`src/rtl/alu_pkg.sv`:
```
// Shared definitions for the bit-serial ALU controller.
//  - ALU_CTRL_* : 4-bit operation codes presented on alu_ctrl
//  - OP_*       : 2-bit slice result-select codes (ctrl[1:0])
//  - state_t    : controller FSM states
//  - decode_ctrl: splits a ctrl code into {ainvert, binvert, op, legal}
package alu_pkg;

    localparam logic [3:0] ALU_CTRL_AND = 4'b0000;
    localparam logic [3:0] ALU_CTRL_OR  = 4'b0001;
    localparam logic [3:0] ALU_CTRL_ADD = 4'b0010;
    localparam logic [3:0] ALU_CTRL_SUB = 4'b0110;
    localparam logic [3:0] ALU_CTRL_SLT = 4'b0111;
    localparam logic [3:0] ALU_CTRL_NOR = 4'b1100;

    localparam logic [1:0] OP_AND  = 2'b00;
    localparam logic [1:0] OP_OR   = 2'b01;
    localparam logic [1:0] OP_ADD  = 2'b10;
    localparam logic [1:0] OP_LESS = 2'b11;

    typedef enum logic [1:0] {
        IDLE,
        RUN,
        FIX,
        DONE
    } state_t;

    typedef struct packed {
        logic       ainvert;
        logic       binvert;
        logic [1:0] op;
        logic       legal;
    } ctrl_dec_t;

    function automatic ctrl_dec_t decode_ctrl(input logic [3:0] ctrl);
        ctrl_dec_t d;
        d.ainvert = ctrl[3];
        d.binvert = ctrl[2];
        d.op      = ctrl[1:0];
        case (ctrl)
            ALU_CTRL_AND, ALU_CTRL_OR, ALU_CTRL_ADD,
            ALU_CTRL_SUB, ALU_CTRL_SLT, ALU_CTRL_NOR: d.legal = 1'b1;
            default:                                  d.legal = 1'b0;
        endcase
        return d;
    endfunction

endpackage

```
`src/rtl/alu_bit_slice.sv`:
```
// One-bit ALU slice (combinational).
//  a, b      : operand bits
//  less      : value presented on result when op selects LESS
//  ainvert   : invert a before use
//  binvert   : invert b before use
//  c_in      : raw carry in (no internal override; the caller owns the carry)
//  op        : result select (AND / OR / ADD / LESS)
//  result    : selected slice output
//  c_out     : full-adder carry out
//  sum       : full-adder sum, available regardless of op
module alu_bit_slice
    import alu_pkg::*;
(
    input  logic       a,
    input  logic       b,
    input  logic       less,
    input  logic       ainvert,
    input  logic       binvert,
    input  logic       c_in,
    input  logic [1:0] op,
    output logic       result,
    output logic       c_out,
    output logic       sum
);

    logic a_eff;
    logic b_eff;

    always_comb begin
        a_eff  = a ^ ainvert;
        b_eff  = b ^ binvert;
        sum    = a_eff ^ b_eff ^ c_in;
        c_out  = (a_eff & b_eff) | (a_eff & c_in) | (b_eff & c_in);
        result = 1'b0;
        case (op)
            OP_AND:  result = a_eff & b_eff;
            OP_OR:   result = a_eff | b_eff;
            OP_ADD:  result = sum;
            OP_LESS: result = less;
            default: result = 1'b0;
        endcase
    end

endmodule

```
`src/rtl/alu_serial_ctrl.sv`:
```
// Bit-serial ALU sequencer: drives one alu_bit_slice LSB-first for WIDTH cycles.
//  clk, rst   : clock (rising edge), synchronous active-high reset
//  in_valid   : operation request; in_ready high only in IDLE
//  a, b       : WIDTH-bit operands, captured on accept
//  alu_ctrl   : operation code (AND/OR/ADD/SUB/SLT/NOR), captured on accept
//  out_valid  : result available (DONE), held until out_ready
//  result     : WIDTH-bit result
//  zero       : result == 0, valid in DONE
//  overflow   : signed overflow for ADD/SUB, else 0
//  err        : captured alu_ctrl was not a legal code
module alu_serial_ctrl
    import alu_pkg::*;
#(
    parameter int unsigned WIDTH = 32
) (
    input  logic             clk,
    input  logic             rst,
    input  logic             in_valid,
    output logic             in_ready,
    input  logic [WIDTH-1:0] a,
    input  logic [WIDTH-1:0] b,
    input  logic [3:0]       alu_ctrl,
    output logic             out_valid,
    input  logic             out_ready,
    output logic [WIDTH-1:0] result,
    output logic             zero,
    output logic             overflow,
    output logic             err
);

    localparam int unsigned CNT_W = $clog2(WIDTH);

    state_t           state;
    state_t           state_next;
    logic [WIDTH-1:0] a_reg;
    logic [WIDTH-1:0] b_reg;
    ctrl_dec_t        dec_q;
    logic [CNT_W-1:0] idx;
    logic             carry;
    logic             sum_msb;
    logic             msb_ovf;
    logic             last_bit;

    logic             slice_result;
    logic             slice_c_out;
    logic             slice_sum;

    // Carry register is preloaded with binvert on accept, so bit 0 sees binvert
    // as its carry-in and every later bit sees the previous bit's carry-out.
    alu_bit_slice u_slice (
        .a       (a_reg[idx]),
        .b       (b_reg[idx]),
        .less    (1'b0),
        .ainvert (dec_q.ainvert),
        .binvert (dec_q.binvert),
        .c_in    (carry),
        .op      (dec_q.op),
        .result  (slice_result),
        .c_out   (slice_c_out),
        .sum     (slice_sum)
    );

    assign last_bit = (idx == CNT_W'(WIDTH - 1));

    always_ff @(posedge clk) begin
        if (rst) begin
            state <= IDLE;
        end else begin
            state <= state_next;
        end
    end

    always_comb begin
        state_next = state;
        in_ready   = 1'b0;
        out_valid  = 1'b0;
        case (state)
            IDLE: begin
                in_ready = 1'b1;
                if (in_valid) begin
                    state_next = RUN;
                end
            end
            RUN: begin
                if (last_bit) begin
                    state_next = (dec_q.legal && dec_q.op == OP_LESS) ? FIX : DONE;
                end
            end
            FIX: begin
                state_next = DONE;
            end
            DONE: begin
                out_valid = 1'b1;
                if (out_ready) begin
                    state_next = IDLE;
                end
            end
            default: state_next = IDLE;
        endcase
    end

    always_ff @(posedge clk) begin
        if (rst) begin
            a_reg    <= '0;
            b_reg    <= '0;
            dec_q    <= '0;
            idx      <= '0;
            carry    <= 1'b0;
            result   <= '0;
            overflow <= 1'b0;
            err      <= 1'b0;
            sum_msb  <= 1'b0;
            msb_ovf  <= 1'b0;
        end else begin
            case (state)
                IDLE: begin
                    if (in_valid) begin
                        a_reg    <= a;
                        b_reg    <= b;
                        dec_q    <= decode_ctrl(alu_ctrl);
                        carry    <= decode_ctrl(alu_ctrl).binvert;
                        idx      <= '0;
                        result   <= '0;
                        overflow <= 1'b0;
                        err      <= 1'b0;
                    end
                end
                RUN: begin
                    result[idx] <= dec_q.legal ? slice_result : 1'b0;
                    carry       <= slice_c_out;
                    if (last_bit) begin
                        overflow <= dec_q.legal && (dec_q.op == OP_ADD) && (carry ^ slice_c_out);
                        sum_msb  <= slice_sum;
                        msb_ovf  <= carry ^ slice_c_out;
                        err      <= ~dec_q.legal;
                    end else begin
                        idx <= idx + CNT_W'(1);
                    end
                end
                FIX: begin
                    // Signed less-than: MSB of a-b corrected by the overflow flag.
                    result[0] <= sum_msb ^ msb_ovf;
                end
                default: ;
            endcase
        end
    end

    assign zero = (state == DONE) && (result == '0);

endmodule

```
`config.mk`:
```
export PLATFORM = sky130hd
export DESIGN_NAME = alu_serial_ctrl
export DESIGN_NICKNAME = d
export VERILOG_FILES = /design/src/rtl/alu_pkg.sv /design/src/rtl/alu_bit_slice.sv /design/src/rtl/alu_serial_ctrl.sv
export SDC_FILE = /design/constraint.sdc
export NUM_CORES = 1
export LEC_CHECK = 0
export ABC_AREA = 1
export BUFFER_PORTS_ARGS = -buffer_cell sky130_fd_sc_hd__buf_2
export CAP_MARGIN = 20
export CORE_MARGIN = 4
export CORE_UTILIZATION = 26
export CTS_CLUSTER_DIAMETER = 50
export DETAILED_ROUTE_END_ITERATION = 6
export GPL_TIMING_DRIVEN = 0
export PLACE_DENSITY_LB_ADDON = 0.15
export RECOVER_POWER = 25
export SYNTH_ARGS = -nofsm -noshare
export SYNTH_HDL_FRONTEND = slang
export SYNTH_SLANG_ARGS = --single-unit
```
`constraint.sdc`:
```
create_clock -name clk -period 3.8 [get_ports clk]
set_clock_uncertainty 0.05 [all_clocks]
set_input_delay 0.38 -clock clk [delete_from_list [all_inputs] [get_ports clk]]
set_output_delay 0.38 -clock clk [all_outputs]
set_load 0.005 [all_outputs]
```
# Word level (Yosys, flattened, before mapping)
# Index checks and enable logic that the tools add are counted.
# W data, S select, Z words.
# totals
reg_bits,113
wordCells,96
input_bits,72
output_inout_bits,37
# op_classes
n_bitwise,13
eq_ne,16
reduce_logical,19
add_sub_neg,1
n_mux,30
order_cmp,2
# ops
op,count
$pmux W31 S2,1
$bwmux W32,1
$logic_not A32 Y1,1
$mux W32,1
$mux W1,12
$bmux W1 S5,2
$mux W5,2
$pmux W5 S2,1
$reduce_and A3 Y1,3
$eq A2 B2 Y1 const B,4
$eq A4 B3 Y1 const B,2
$ne A2 B2 Y1 const B,4
$pmux W2 S4,1
$reduce_and A2 Y1,4
$lt A5 B6 Y1 const B,1
$mux W2,3
$pmux W1 S2,3
$reduce_or A6 Y1,1
$xor A1 B1 Y1,6
$add A5 B1 Y5 const B,1
$demux W1 S5,1
$eq A5 B5 Y1 const B,1
$ge A5 B1 Y1 const B,1
$logic_and A1 B1 Y1,5
13 further kinds,19

# Longest topological paths before layout
# depth
ltp_word,10
ltp_mapped,21
ltp_nobuf,20

# By module
# A second synthesis with hierarchy kept.
# hier_totals
hier_cells,827
hier_area_um2,5462.7
# by_module_without_submodules
module,seq_area_each_um2,area_each_um2,cells_each,n_inst
alu_serial_ctrl,2262.2,5337.6,806,1
alu_bit_slice,0.0,125.1,21,1

# Worst setup path after synthesis
# Ideal clock, no wire load.
# synth_path
path_type,register -> register
start,register idx[0]
end,register result[4]
period_less_slack_ns,2.717
required_ns,3.680
setup_ns,0.070
slack_ns,1.083
stages_incl_launch_ff,21
t_arrival_ns,2.597
path_buffers,3
path_cell_list,dfxtp_1 > inv_1 > buf_2 > buf_2 > o21ai_0 > nand2_1 > nand2_1 > nand2_1 > nor2_1 > nand2_1 > nand2_1 > nand2_1 > fa_1 > nand2_1 > nand2_1 > o21ai_0 > nand2_1 > nor3_4 > buf_6 > nand2_1 > a21oi_1
# synth_via
elab_chain_len,9
elab_cells_between_ends,19
cone_classes,order compare: 2; mux: 10; bitwise: 6; reduce/logical: 1
# synth_lines
item,line_no,text
start: declaration,alu_serial_ctrl.sv:38,logic [CNT_W-1:0] idx;
start signal: assignment,alu_serial_ctrl.sv:137,idx <= idx + CNT_W'(1);
"$bmux W1 S5, on equally long branches","alu_serial_ctrl.sv:51, alu_serial_ctrl.sv:52",
"$mux W1, on equally long branches","alu_serial_ctrl.sv:51, alu_serial_ctrl.sv:52",
"$xor A1 B1 Y1, on equally long branches","alu_bit_slice.sv:30, alu_bit_slice.sv:31",
$xor A1 B1 Y1 (2 in a row),alu_bit_slice.sv:32,sum = a_eff ^ b_eff ^ c_in;
$pmux W1 S4,alu_bit_slice.sv:35,case (op)
$mux W1,alu_serial_ctrl.sv:129,result[idx] <= dec_q.legal ? slice_result : 1'b0;
$bwmux W32 *,alu_serial_ctrl.sv:129,
$pmux W31 S2 *,alu_serial_ctrl.sv:115,case (state)
end signal: indexed assignment,alu_serial_ctrl.sv:129,
end: declaration,alu_serial_ctrl.sv:25,"output logic [WIDTH-1:0] result,"
# Mark *: on every way between the ends. The rest lies on a longest branch, timed or not. The select of a mux whose other input is x is not followed.
# A chain may end at the register's enable or synchronous reset.

# Final worst setup path
# layout_path
start,register idx[0]
end,register result[7]
# Same word-level chain as after synthesis.

==> results.txt <==
----------------------------------------------------
[Synthesis]
  Mean area per synthesized cell ... 6.589 um^2
  Sequential area share after synthesis ... 41.36%
  Number of synthesized register bits ... 113
  Number of enable flip-flop cells after synthesis ... 0
  Number of distinct library cells after synthesis ... 27
  Fraction of registers with async set or reset after synthesis ... 0%
  Mux contribution to synthesized area ... 0%
  Area fraction in and, or, nand and nor cells after synthesis ... 27.13%
  Share of Yosys cell area claimed by the top area cell type ... 41.36%
  Largest family of logic cells by synthesized area ... simple AND/OR/NAND/NOR gates
  Top cells by area in the synthesized netlist ... dfxtp_1 41%, nand2_1 12%, o21ai_0 11%, nor2_1 11%, a21oi_1 7.4%
  Fraction of the mapped netlist area in compound gates ... 19.38%
  Leading area contributor after synthesis ... dfxtp_1
  Synth warn ... 0
  Most used flip-flop cell after synthesis ... dfxtp_1
  Synthesized instance count ... 830
  Number of nets in the synthesized netlist ... 914
  Netlist Area Pre-Place ... 5469 um^2
  Fraction of synthesized cell area in xor and xnor cells ... 0.3203%
  Arithmetic-cell share of the synthesized area counting full adders, half adders and majority gates ... 2.883%

[Clock network]
  Root Buffer ... clkbuf_16
  Hold bufs inserted after CTS ... 0
  Buffers inserted during post-CTS setup optimization ... 0
  Number of sinks on the clock net ... 113
  Clock insertion delay at the later pin of the skew report ... 420 ps
  Clock tree from TritonCTS ... done
  Clock input transition at the sequential cells of the worst setup and hold paths ... 60 ps
  CTS H-Tree Depth ... 4
  PostCTS Resize Cnt ... 0
  Number of buffers between clock root and the deepest sink ... 2
  Number of buffers inserted during clock tree synthesis ... 17

[Layout]
  Share of the core filled with cells ... 33.86%
  Signed area change from the synthesized netlist to the final layout ... 26.49%
  Leading cell type in the layout, fill and taps excluded ... nand2_1
  Post-route non-filler standard cell count ... 1239
  Total number of nets in the final design ... 1041
  Antenna diode count ... 0
  Commonest cells after routing, fill and taps aside ... 175 x nand2_1, 157 x nor2_1, 123 x o21ai_0
  Fillers ... 2298
  Share of cells above drive strength 1 ... 13.73%

[STA]
  Slew headroom ... 54.95%
  Unrepaired setup endpoints after global routing ... false
  Total of endpoints with negative setup slack in the final report ... 0
  Max Clk Rate ... 296.3 MHz
  Fin. max-slew vios ... 0
  Transition time of the tightest slew-check pin ... 675.7 ps
  Final-report hold violation count ... 0
  Final critical-path share of the clock period ... 88.83%
  Time the worst path needs with I/O delays and setup ... 3375 ps
  Post-route setup TNS ... 0 ps

[GRT]
  Antenna violations before repair ... 0
  Overflow after GRT ... 0
  Overall global routing resource usage ... 15.15%
  Vias in the first global route ... 5349
  First-pass GRT wire length ... 28350 um
  Pin count of the biggest net entering global routing ... 17

[Route]
  Total Routed Length ... 17620 um
  Vias after detailed routing ... 5488
  Detail-routed via count per cell ... 4.429
  DRT iter0 DRCs ... 328
  Remaining antenna violation count after routing ... 0
  Number of search-and-repair iterations in the first detailed-routing pass ... 5
  Detailed-route DRC error count ... 0
  Routed wirelength normalized by instance count ... 14.22 um

[Hold path]
  Endpoint of the worst hold path ... b_reg[30]
  Min-Delay Startpoint ... b[30]
  Number of stages on the worst hold path ... 3
  Worst Hold Class ... primary input to flip-flop

[Worst setup path]
  R2r setup slk ... 420 ps
  Critical Path Fanout Max ... 11
  Destination of the worst register-to-register timing path ... result[7]
  Kind of critical path ... flip-flop to flip-flop
  Reg2reg start ... idx[0]
  Crit path capture type ... flip-flop
  Critical path data required time ... 4090 ps
  Critical path data arrival time ... 3660 ps
  Category of the worst setup path launch point ... flip-flop
  R2r worst-path depth ... 20

[Power]
  Part of the power in combinational logic ... 30.5%
  Clock Power Share ... 36.5%
  Switch share ... 34.98%
  Total internal power ... 2.899 mW
  Net load switching power ... 1.559 mW
  Power density normalized to cell area ... 644.5 nW/um^2
  Maximum vdd drop ... 0.3251 mV
  Share of total power in sequential cells ... 33.0%
  Pleak ... 2.937 nW

[Outcome]
  Run status ... complete, no violations

[Floorplan]
  Area enclosed by the die boundary ... 23420 um^2
  Placement Rows ... 52
  Core area ... 20430 um^2
  Die height ... 153.0 um
  I/O pin count ... 109
  X dimension of the die ... 153.0 um
  Starting density of the core ... 26.77%

[Flow run]
  Max-capacitance violation count ... 0

[Place]
  Post-DP HPWL ... 13070 um
  Placer Congestion ... 0.7687
  IO Port Bufs ... 108
  Cells after DPL ... 1208

----------------------------------------------------
-- critical path: stages (launching register included) --
cell     delay, ps
dfxtp_1        420
inv_1           80
buf_2          200
buf_2          230
o21ai_0        180
nand2_1        120
nand2_1         70
nand2_1         50
nor2_1         200
nand2_1        110
nand2_1         60
nand2_1         80
fa_1           480
nand2_1         90
nand2_1         50
o21ai_0         60
nand2_1        130
nor3_4         270
buf_6          190
nand2_1         60
a21oi_1        120
-- worst max-delay path by stage --
stage / from / to / slack (ps) / depth (start not counted)
final: idx[0] / result[7] / 420 / 20
after global placement: idx[0] / result[4] / 430 / 20
after detailed placement: idx[0] / result[2] / 440 / 20
after CTS: idx[0] / result[7] / 410 / 20
after floorplan: idx[0] / result[4] / 1080 / 20
after global routing: idx[0] / result[4] / 20 / 20
-- per-layer routing --
layer  wire (um)  track usage [%]  part of all wire [%]
met3         680            3.986                   3.9
met2        7844            23.67                    45
met1        8900            20.80                    51
met5           0                0                     0
met4         193            4.031                   1.1
-- kinds of logic after synthesis --
kind of cell    Yosys count
simple gates            373
buf+inv                 121
fa+ha+maj                12
flops                   113
compound gates          209
xor+xnor                  2
-- cell type report --
| type | count | area, um^2 | area share (%) |
|---|---|---|---|
| multi-input combinational | 596 | 2716 | 39.27 |
| inverter | 75 | 281.5 | 4.069 |
| clock buffer | 21 | 470.5 | 6.801 |
| sequential | 113 | 2262 | 32.70 |
| buffer | 46 | 206.4 | 2.984 |
| timing repair buffer | 108 | 509.2 | 7.361 |
| clock inverter | 10 | 133.9 | 1.935 |
| tap | 270 | 337.8 | 4.883 |
-- cell usage after synthesis, drive strengths merged (2+ instances only) --
library cell,instances
nand4,4
dfxtp,113
or2,4
clkbuf,34
nand3,24
nor2,157
a21oi,81
nor4,2
nor3,5
ha,11
a211oi,2
inv,74
buf,12
xor2,2
nand2,175
o21ai,124
-- per-stage QoR --
step	hold slack, ps	power, mW	setup slack [ps]	area, um^2
after floorplan	379.2	2.442	1083	5469
after global placement	391.3	2.874	428.3	6347
after detailed placement	394.5	2.867	441.2	6347
after CTS	140.5	4.518	413.6	6952
after global routing	162.5	4.791	23.35	6918
final	160.2	4.459	424.6	6918
-- power by group through the flow --
stage / clock network (mW) / registers (mW) / logic [mW]
global route: 1.72 / 1.50 / 1.58
CTS: 1.66 / 1.47 / 1.38
finish: 1.63 / 1.47 / 1.36
global placement: 0 / 1.50 / 1.38
floorplan: 0 / 1.48 / 0.964
detailed placement: 0 / 1.50 / 1.37
No activity file was read; power rests on OpenSTA's default activity.
